--- src/rtl/mem_arbiter_pkg.sv ---
// rtl/mem_arbiter_pkg.sv - shared encodings for the memory port arbiter
// Contents:
//   RW_NONE/RW_READ/RW_WRITE  rw_flag encodings (2'b11 is never a request)
//   arb_state_e               arbiter FSM states
//   grant_e                   which requester owns the memory port
//   is_req()                  true for a valid read or write request
package mem_arbiter_pkg;

  localparam logic [1:0] RW_NONE  = 2'b00;
  localparam logic [1:0] RW_READ  = 2'b01;
  localparam logic [1:0] RW_WRITE = 2'b10;

  typedef enum logic [1:0] {
    ST_IDLE  = 2'd0,
    ST_ISSUE = 2'd1,
    ST_WAIT  = 2'd2,
    ST_DONE  = 2'd3
  } arb_state_e;

  typedef enum logic {
    GRANT_I = 1'b0,
    GRANT_D = 1'b1
  } grant_e;

  function automatic logic is_req(input logic [1:0] rw);
    return (rw == RW_READ) || (rw == RW_WRITE);
  endfunction

endpackage

--- src/rtl/mem_arbiter_arb_pick.sv ---
// rtl/mem_arbiter_arb_pick.sv - combinational grant select between I and D requesters
// Build option: ARB_ROUND_ROBIN_EN (collisions go to the side not granted last;
// otherwise D always wins a collision).
// Ports:
//   i_req, d_req  in   valid request present on each side
//   last_grant    in   side granted most recently (round-robin build only)
//   any_req       out  at least one side is requesting
//   pick          out  side to grant this cycle (meaningful when any_req=1)
module arb_pick
  import mem_arbiter_pkg::*;
(
  input  logic   i_req,
  input  logic   d_req,
`ifdef ARB_ROUND_ROBIN_EN
  input  grant_e last_grant,
`endif
  output logic   any_req,
  output grant_e pick
);

  always_comb begin
    any_req = i_req | d_req;
    pick    = GRANT_I;
    if (i_req && d_req) begin
`ifdef ARB_ROUND_ROBIN_EN
      pick = (last_grant == GRANT_I) ? GRANT_D : GRANT_I;
`else
      pick = GRANT_D;
`endif
    end else if (d_req) begin
      pick = GRANT_D;
    end
  end

endmodule

--- src/rtl/mem_arbiter.sv ---
// rtl/mem_arbiter.sv - shares one memory port between I-cache and D-cache fill paths
// Build option: ARB_ROUND_ROBIN_EN selects round-robin collision handling (default: D priority).
// Ports:
//   clk, rst                              clock; asynchronous active-low reset
//   i_rw_flag/i_addr/i_wdata/i_mask       I-side request (01 read, 10 write)
//   i_rdata/i_busy/i_done                 I-side read data, pending flag, completion pulse
//   d_*                                   D-side, same meaning as i_*
//   mem_rw_flag/mem_addr/mem_wdata/mem_mask  command to memory (registered)
//   mem_rdata/mem_busy/mem_done           memory response / back-pressure / completion
module mem_arbiter
  import mem_arbiter_pkg::*;
#(
  parameter int ADDR_W = 32,
  parameter int DATA_W = 32,
  parameter int MASK_W = 4
) (
  input  logic              clk,
  input  logic              rst,
  input  logic [1:0]        i_rw_flag,
  input  logic [ADDR_W-1:0] i_addr,
  input  logic [DATA_W-1:0] i_wdata,
  input  logic [MASK_W-1:0] i_mask,
  output logic [DATA_W-1:0] i_rdata,
  output logic              i_busy,
  output logic              i_done,
  input  logic [1:0]        d_rw_flag,
  input  logic [ADDR_W-1:0] d_addr,
  input  logic [DATA_W-1:0] d_wdata,
  input  logic [MASK_W-1:0] d_mask,
  output logic [DATA_W-1:0] d_rdata,
  output logic              d_busy,
  output logic              d_done,
  output logic [1:0]        mem_rw_flag,
  output logic [ADDR_W-1:0] mem_addr,
  output logic [DATA_W-1:0] mem_wdata,
  output logic [MASK_W-1:0] mem_mask,
  input  logic [DATA_W-1:0] mem_rdata,
  input  logic              mem_busy,
  input  logic              mem_done
);

  arb_state_e        state_q, state_d;
  grant_e            grant_q;
  grant_e            pick;
  logic              any_req;
  logic              i_req, d_req;
  logic              load, capture;
  logic              in_flight;
  logic [DATA_W-1:0] rdata_q;

  assign i_req = is_req(i_rw_flag);
  assign d_req = is_req(d_rw_flag);

`ifdef ARB_ROUND_ROBIN_EN
  grant_e last_grant_q;

  always_ff @(posedge clk or negedge rst) begin
    if (!rst) begin
      last_grant_q <= GRANT_I;
    end else if (load) begin
      last_grant_q <= pick;
    end
  end
`endif

  arb_pick u_pick (
    .i_req     (i_req),
    .d_req     (d_req),
`ifdef ARB_ROUND_ROBIN_EN
    .last_grant(last_grant_q),
`endif
    .any_req   (any_req),
    .pick      (pick)
  );

  always_ff @(posedge clk or negedge rst) begin
    if (!rst) begin
      state_q <= ST_IDLE;
    end else begin
      state_q <= state_d;
    end
  end

  // Requests are only looked at in IDLE, so a requester still holding its
  // flags during DONE is not granted a second time.
  always_comb begin
    state_d = state_q;
    load    = 1'b0;
    capture = 1'b0;
    case (state_q)
      ST_IDLE: begin
        if (any_req) begin
          load    = 1'b1;
          state_d = ST_ISSUE;
        end
      end
      ST_ISSUE: begin
        if (!mem_busy) begin
          state_d = ST_WAIT;
        end
      end
      ST_WAIT: begin
        if (mem_done) begin
          capture = 1'b1;
          state_d = ST_DONE;
        end
      end
      ST_DONE: state_d = ST_IDLE;
      default: state_d = ST_IDLE;
    endcase
  end

  always_ff @(posedge clk or negedge rst) begin
    if (!rst) begin
      grant_q     <= GRANT_I;
      mem_rw_flag <= RW_NONE;
      mem_addr    <= '0;
      mem_wdata   <= '0;
      mem_mask    <= '0;
      rdata_q     <= '0;
    end else begin
      if (load) begin
        grant_q <= pick;
        if (pick == GRANT_D) begin
          mem_rw_flag <= d_rw_flag;
          mem_addr    <= d_addr;
          mem_wdata   <= d_wdata;
          mem_mask    <= d_mask;
        end else begin
          mem_rw_flag <= i_rw_flag;
          mem_addr    <= i_addr;
          mem_wdata   <= i_wdata;
          mem_mask    <= i_mask;
        end
      end
      if (capture) begin
        rdata_q     <= mem_rdata;
        mem_rw_flag <= RW_NONE;
      end
    end
  end

  assign in_flight = (state_q == ST_ISSUE) || (state_q == ST_WAIT);
  assign i_done    = (state_q == ST_DONE) && (grant_q == GRANT_I);
  assign d_done    = (state_q == ST_DONE) && (grant_q == GRANT_D);
  assign i_rdata   = i_done ? rdata_q : '0;
  assign d_rdata   = d_done ? rdata_q : '0;

  // A granted side stays busy even if it drops its flags mid-transaction;
  // reset forces busy low regardless of what the requesters are driving.
  assign i_busy = rst && !i_done && (i_req || (in_flight && grant_q == GRANT_I));
  assign d_busy = rst && !d_done && (d_req || (in_flight && grant_q == GRANT_D));

endmodule

--- config.mk ---
export PLATFORM = sky130hd
export DESIGN_NAME = mem_arbiter
export DESIGN_NICKNAME = d
export VERILOG_FILES = /design/src/rtl/mem_arbiter_pkg.sv /design/src/rtl/mem_arbiter_arb_pick.sv /design/src/rtl/mem_arbiter.sv
export SDC_FILE = /design/constraint.sdc
export NUM_CORES = 1
export LEC_CHECK = 0
export CAP_MARGIN = 25
export CORE_AREA = 2 2 121 123
export DETAILED_ROUTE_END_ITERATION = 8
export DIE_AREA = 0 0 123 125
export PLACE_DENSITY = 0.86
export SETUP_SLACK_MARGIN = 0.05
export SLEW_MARGIN = 20
export SYNTH_ARGS = -nofsm -noshare
export SYNTH_HDL_FRONTEND = slang
export SYNTH_SLANG_ARGS = --single-unit
--- constraint.sdc ---
create_clock -name clk -period 1.9 [get_ports clk]
set_input_delay 0.38 -clock clk [delete_from_list [all_inputs] [get_ports clk]]
set_output_delay 0.38 -clock clk [all_outputs]
set_load 0.02 [all_outputs]
==> flow_metrics.tcl <==
set metrics [dict create \
    power_switching_mw 5.24 \
    hp-class "in -> async" \
    die_height_um 125 \
    sw_frac_of_total_pct 39.1 \
    path_clk_slew_ps 70 \
    synth_top_area_share_pct 51.8 \
    crit_fanout 3 \
    die_area_um2 15400 \
    syn_inst 473 \
    p_comb_share_pct 55.8 \
    clockRootBuffer "clkbuf_16" \
    drive_gt1_share_pct 23.1 \
    path_class "reg -> out" \
    grt_pass1_wl_mm 25.6 \
    clockPowerShare_pct 13.8 \
    fillers 1127 \
    use_met3_pct 5.52 \
    timing.fmax_mhz 484 \
    finalSetupTns_ps -3870 \
    seqPwrFrac_pct 30.4 \
    fin_nets 975 \
    power_density_nw_per_um2 1480 \
    setup_viol 35 \
    status "finished, violations left" \
    syn-cell-area_um2 5070 \
    io_buffer_count 313 \
    syn-num-nets 653 \
    insertion_delay_ps 350 \
    fin_crit_sh_pct 109 \
    wl_per_cell_um 17.7 \
    vias_per_cell 4.80 \
    totalPowerFinal_mw 13.4 \
    synth_warnings 0 \
    overflow 0 \
    start_util_pct 35.7 \
    clk_path_buf_depth 2 \
    internal-power_mw 8.15 \
    synthArstFlopShare_pct 100 \
    r2r_start "state_q[0]" \
    final_hold_viol_count 0 \
    post-route-worst-setup-slack_ps -166 \
    ys_seq_area_share_pct 51.8 \
    crit_start "state_q[1]" \
    grt_max_degree 64 \
    finalCriticalPeriod_ps 2070 \
    synth_top_cell_by_area "dfrtp_1" \
    grtUsageTotal_pct 21.8 \
    drtAntennaViolNets 0 \
    synth_area_leaders "dfrtp_1 52%, mux2i_1 13%, mux2_2 7.1%" \
    synthMostInstantiatedCell "dfrtp_1" \
    crit_path_start_kind "register" \
    antenna_cells 0 \
    first_pass_iters 4 \
    vdd_drop_max_mv 0.655 \
    grtUsageMet1_pct 22.9 \
    synth_edf_count 0 \
    r2r_slack_ps 120 \
    synth.distinct_cells 25 \
    dp_hpwl_mm 11.7 \
    fin_skew_ps 6.09 \
    worstPathRequired_ps 1520 \
    vias 4718 \
    synth_top_cells_by_count "105 x dfrtp_1, 73 x nand2_1, 69 x o21ai_1, 68 x mux2i_1" \
    violations "setup timing" \
    die_x_um 123 \
    worstSetupEndpointType "primary output" \
    rsz0062_at_grt "yes" \
    cts_made_buffers 9 \
    rows 44 \
    use_met2_pct 41.1 \
    whs_ps 215 \
    p_leak_nw 4.25 \
    maxSlewViolCount 0 \
    cts_tree "yes" \
    ios 314 \
    drc 0 \
    grt_antenna_before_repair 0 \
    drt-initial-drc-count 146 \
    core_um2 14200 \
    syn_to_final_growth_pct 78.6 \
    crit_arrival_ps 1690 \
    place_congestion 0.747 \
    grt.busiest_layer "met2" \
    cts.sinks 105 \
    yosys_most_used_dff "dfrtp_1" \
    slew_headroom_pct 46.2 \
    htreeDepth 3 \
    pre_cts_ws_ps -414 \
    grt_pass1_vias 4775 \
    cap_viol_max_count 0 \
    synth-seq-cells 105 \
    cts_hold_buf 0 \
    routed_wl_mm 17.4 \
    worst_pin_slew_ps 806 \
    avgSynthCellArea_um2 10.7 \
]
## registers in the layout, summed over array words and instances (netlist names)
register and count:
mem_wdata 32, grant_q 1, mem_mask 4, mem_rw_flag 2, mem_addr 32, state_q 2
rdata_q 32
## through the flow
step | instances | cell area, um2 | util (%)
2_1_floorplan | 473 | 5080 | -
3_3_place_gp | 957 | 8510 | 59.9
3_5_place_dp | 957 | 8510 | 59.9
4_1_cts | 982 | 8940 | 63.0
5_1_grt | 982 | 9060 | 63.8
6_report | 982 | 9060 | 63.8
## worst paths after layout
check                                 to  cells after the start
setup / recovery                  i_busy                      6
hold / removal             mem_wdata[15]                      3
setup reg to reg             rdata_q[31]                      7
hold reg to reg            mem_wdata[11]                      2
max in group asynchronous     rdata_q[1]                      3
min in group clk           mem_wdata[11]                      2
## power by group through the flow
stage	sequential (mW)	combinational (mW)	clock, mW
2_1_floorplan	4.80	2.74	0
3_3_place_gp	3.97	6.72	0
3_5_place_dp	4.04	6.86	0
4_1_cts	4.03	7.31	1.88
5_1_grt	4.21	7.98	1.98
6_report	4.07	7.47	1.85
## placed cells by master (no fill, tap or decap), types with 2 or more instances in the layout
cell / instances
nand2_1: 71
buf_6: 41
a211oi_2: 2
buf_2: 22
mux2_2: 32
buf_16: 4
buf_4: 26
nand2_2: 2
and3_1: 30
mux2i_1: 68
clkdlybuf4s50_1: 243
inv_2: 2
inv_1: 3
and2_1: 11
dfrtp_1: 105
clkbuf_16: 13
o21ai_1: 69
and3_4: 3
ha_4: 2
and2_4: 22
buf_8: 4
nand2b_1: 3
ha_1: 2
## what timing repair did
| item | in CTS | in global routing |
|---|---|---|
| gates resized for setup | 368 | 40 |
| endpoints found under the hold margin | 0 | 0 |
| setup endpoints to repair | 74 | 82 |
| cloned | 4 | 4 |
| pin swaps | 4 | 13 |
| buffers inserted | 7 | 1 |
## per-layer routing
metal / vias up / wire, um
li1: 2262 / -
met1: 2222 / 6390
met2: 209 / 9310
met3: 25 / 1340
met4: 0 / 374
met5: - / 0
## final cells by class
cell class / instances / area (um2) / share of cell area [%]
clock buffers: 11 / 243 / 2.68
inverters: 5 / 18.8 / 0.207
clock inverters: 3 / 42.5 / 0.470
repair buffers: 346 / 3500 / 38.7
well taps: 184 / 230 / 2.54
multi-input cells: 328 / 2390 / 26.4
flip-flops and latches: 105 / 2630 / 29.0
## kinds of logic (layout without fill, tap and decap cells)
kind of cell | after synthesis | after routing | synth area share, %
buffers and inverters | 40 | 365 | 3.80
multiplexers | 100 | 100 | 20.5
AO/OA/AOI/OAI | 76 | 76 | 7.90
flip-flops | 105 | 105 | 51.8
AND/OR/NAND/NOR | 145 | 145 | 14.3
adder cells (fa/ha/maj) | 5 | 5 | 1.18
XOR/XNOR | 2 | 2 | 0.494
## worst max-delay path, cell delays in order, from the launching register on
cell	delay (ps)
dfrtp_1	410
buf_4	140
inv_2	50
ha_4	280
nand2b_1	80
a211oi_2	200
buf_4	180
Power figures use the tool's default switching activity.
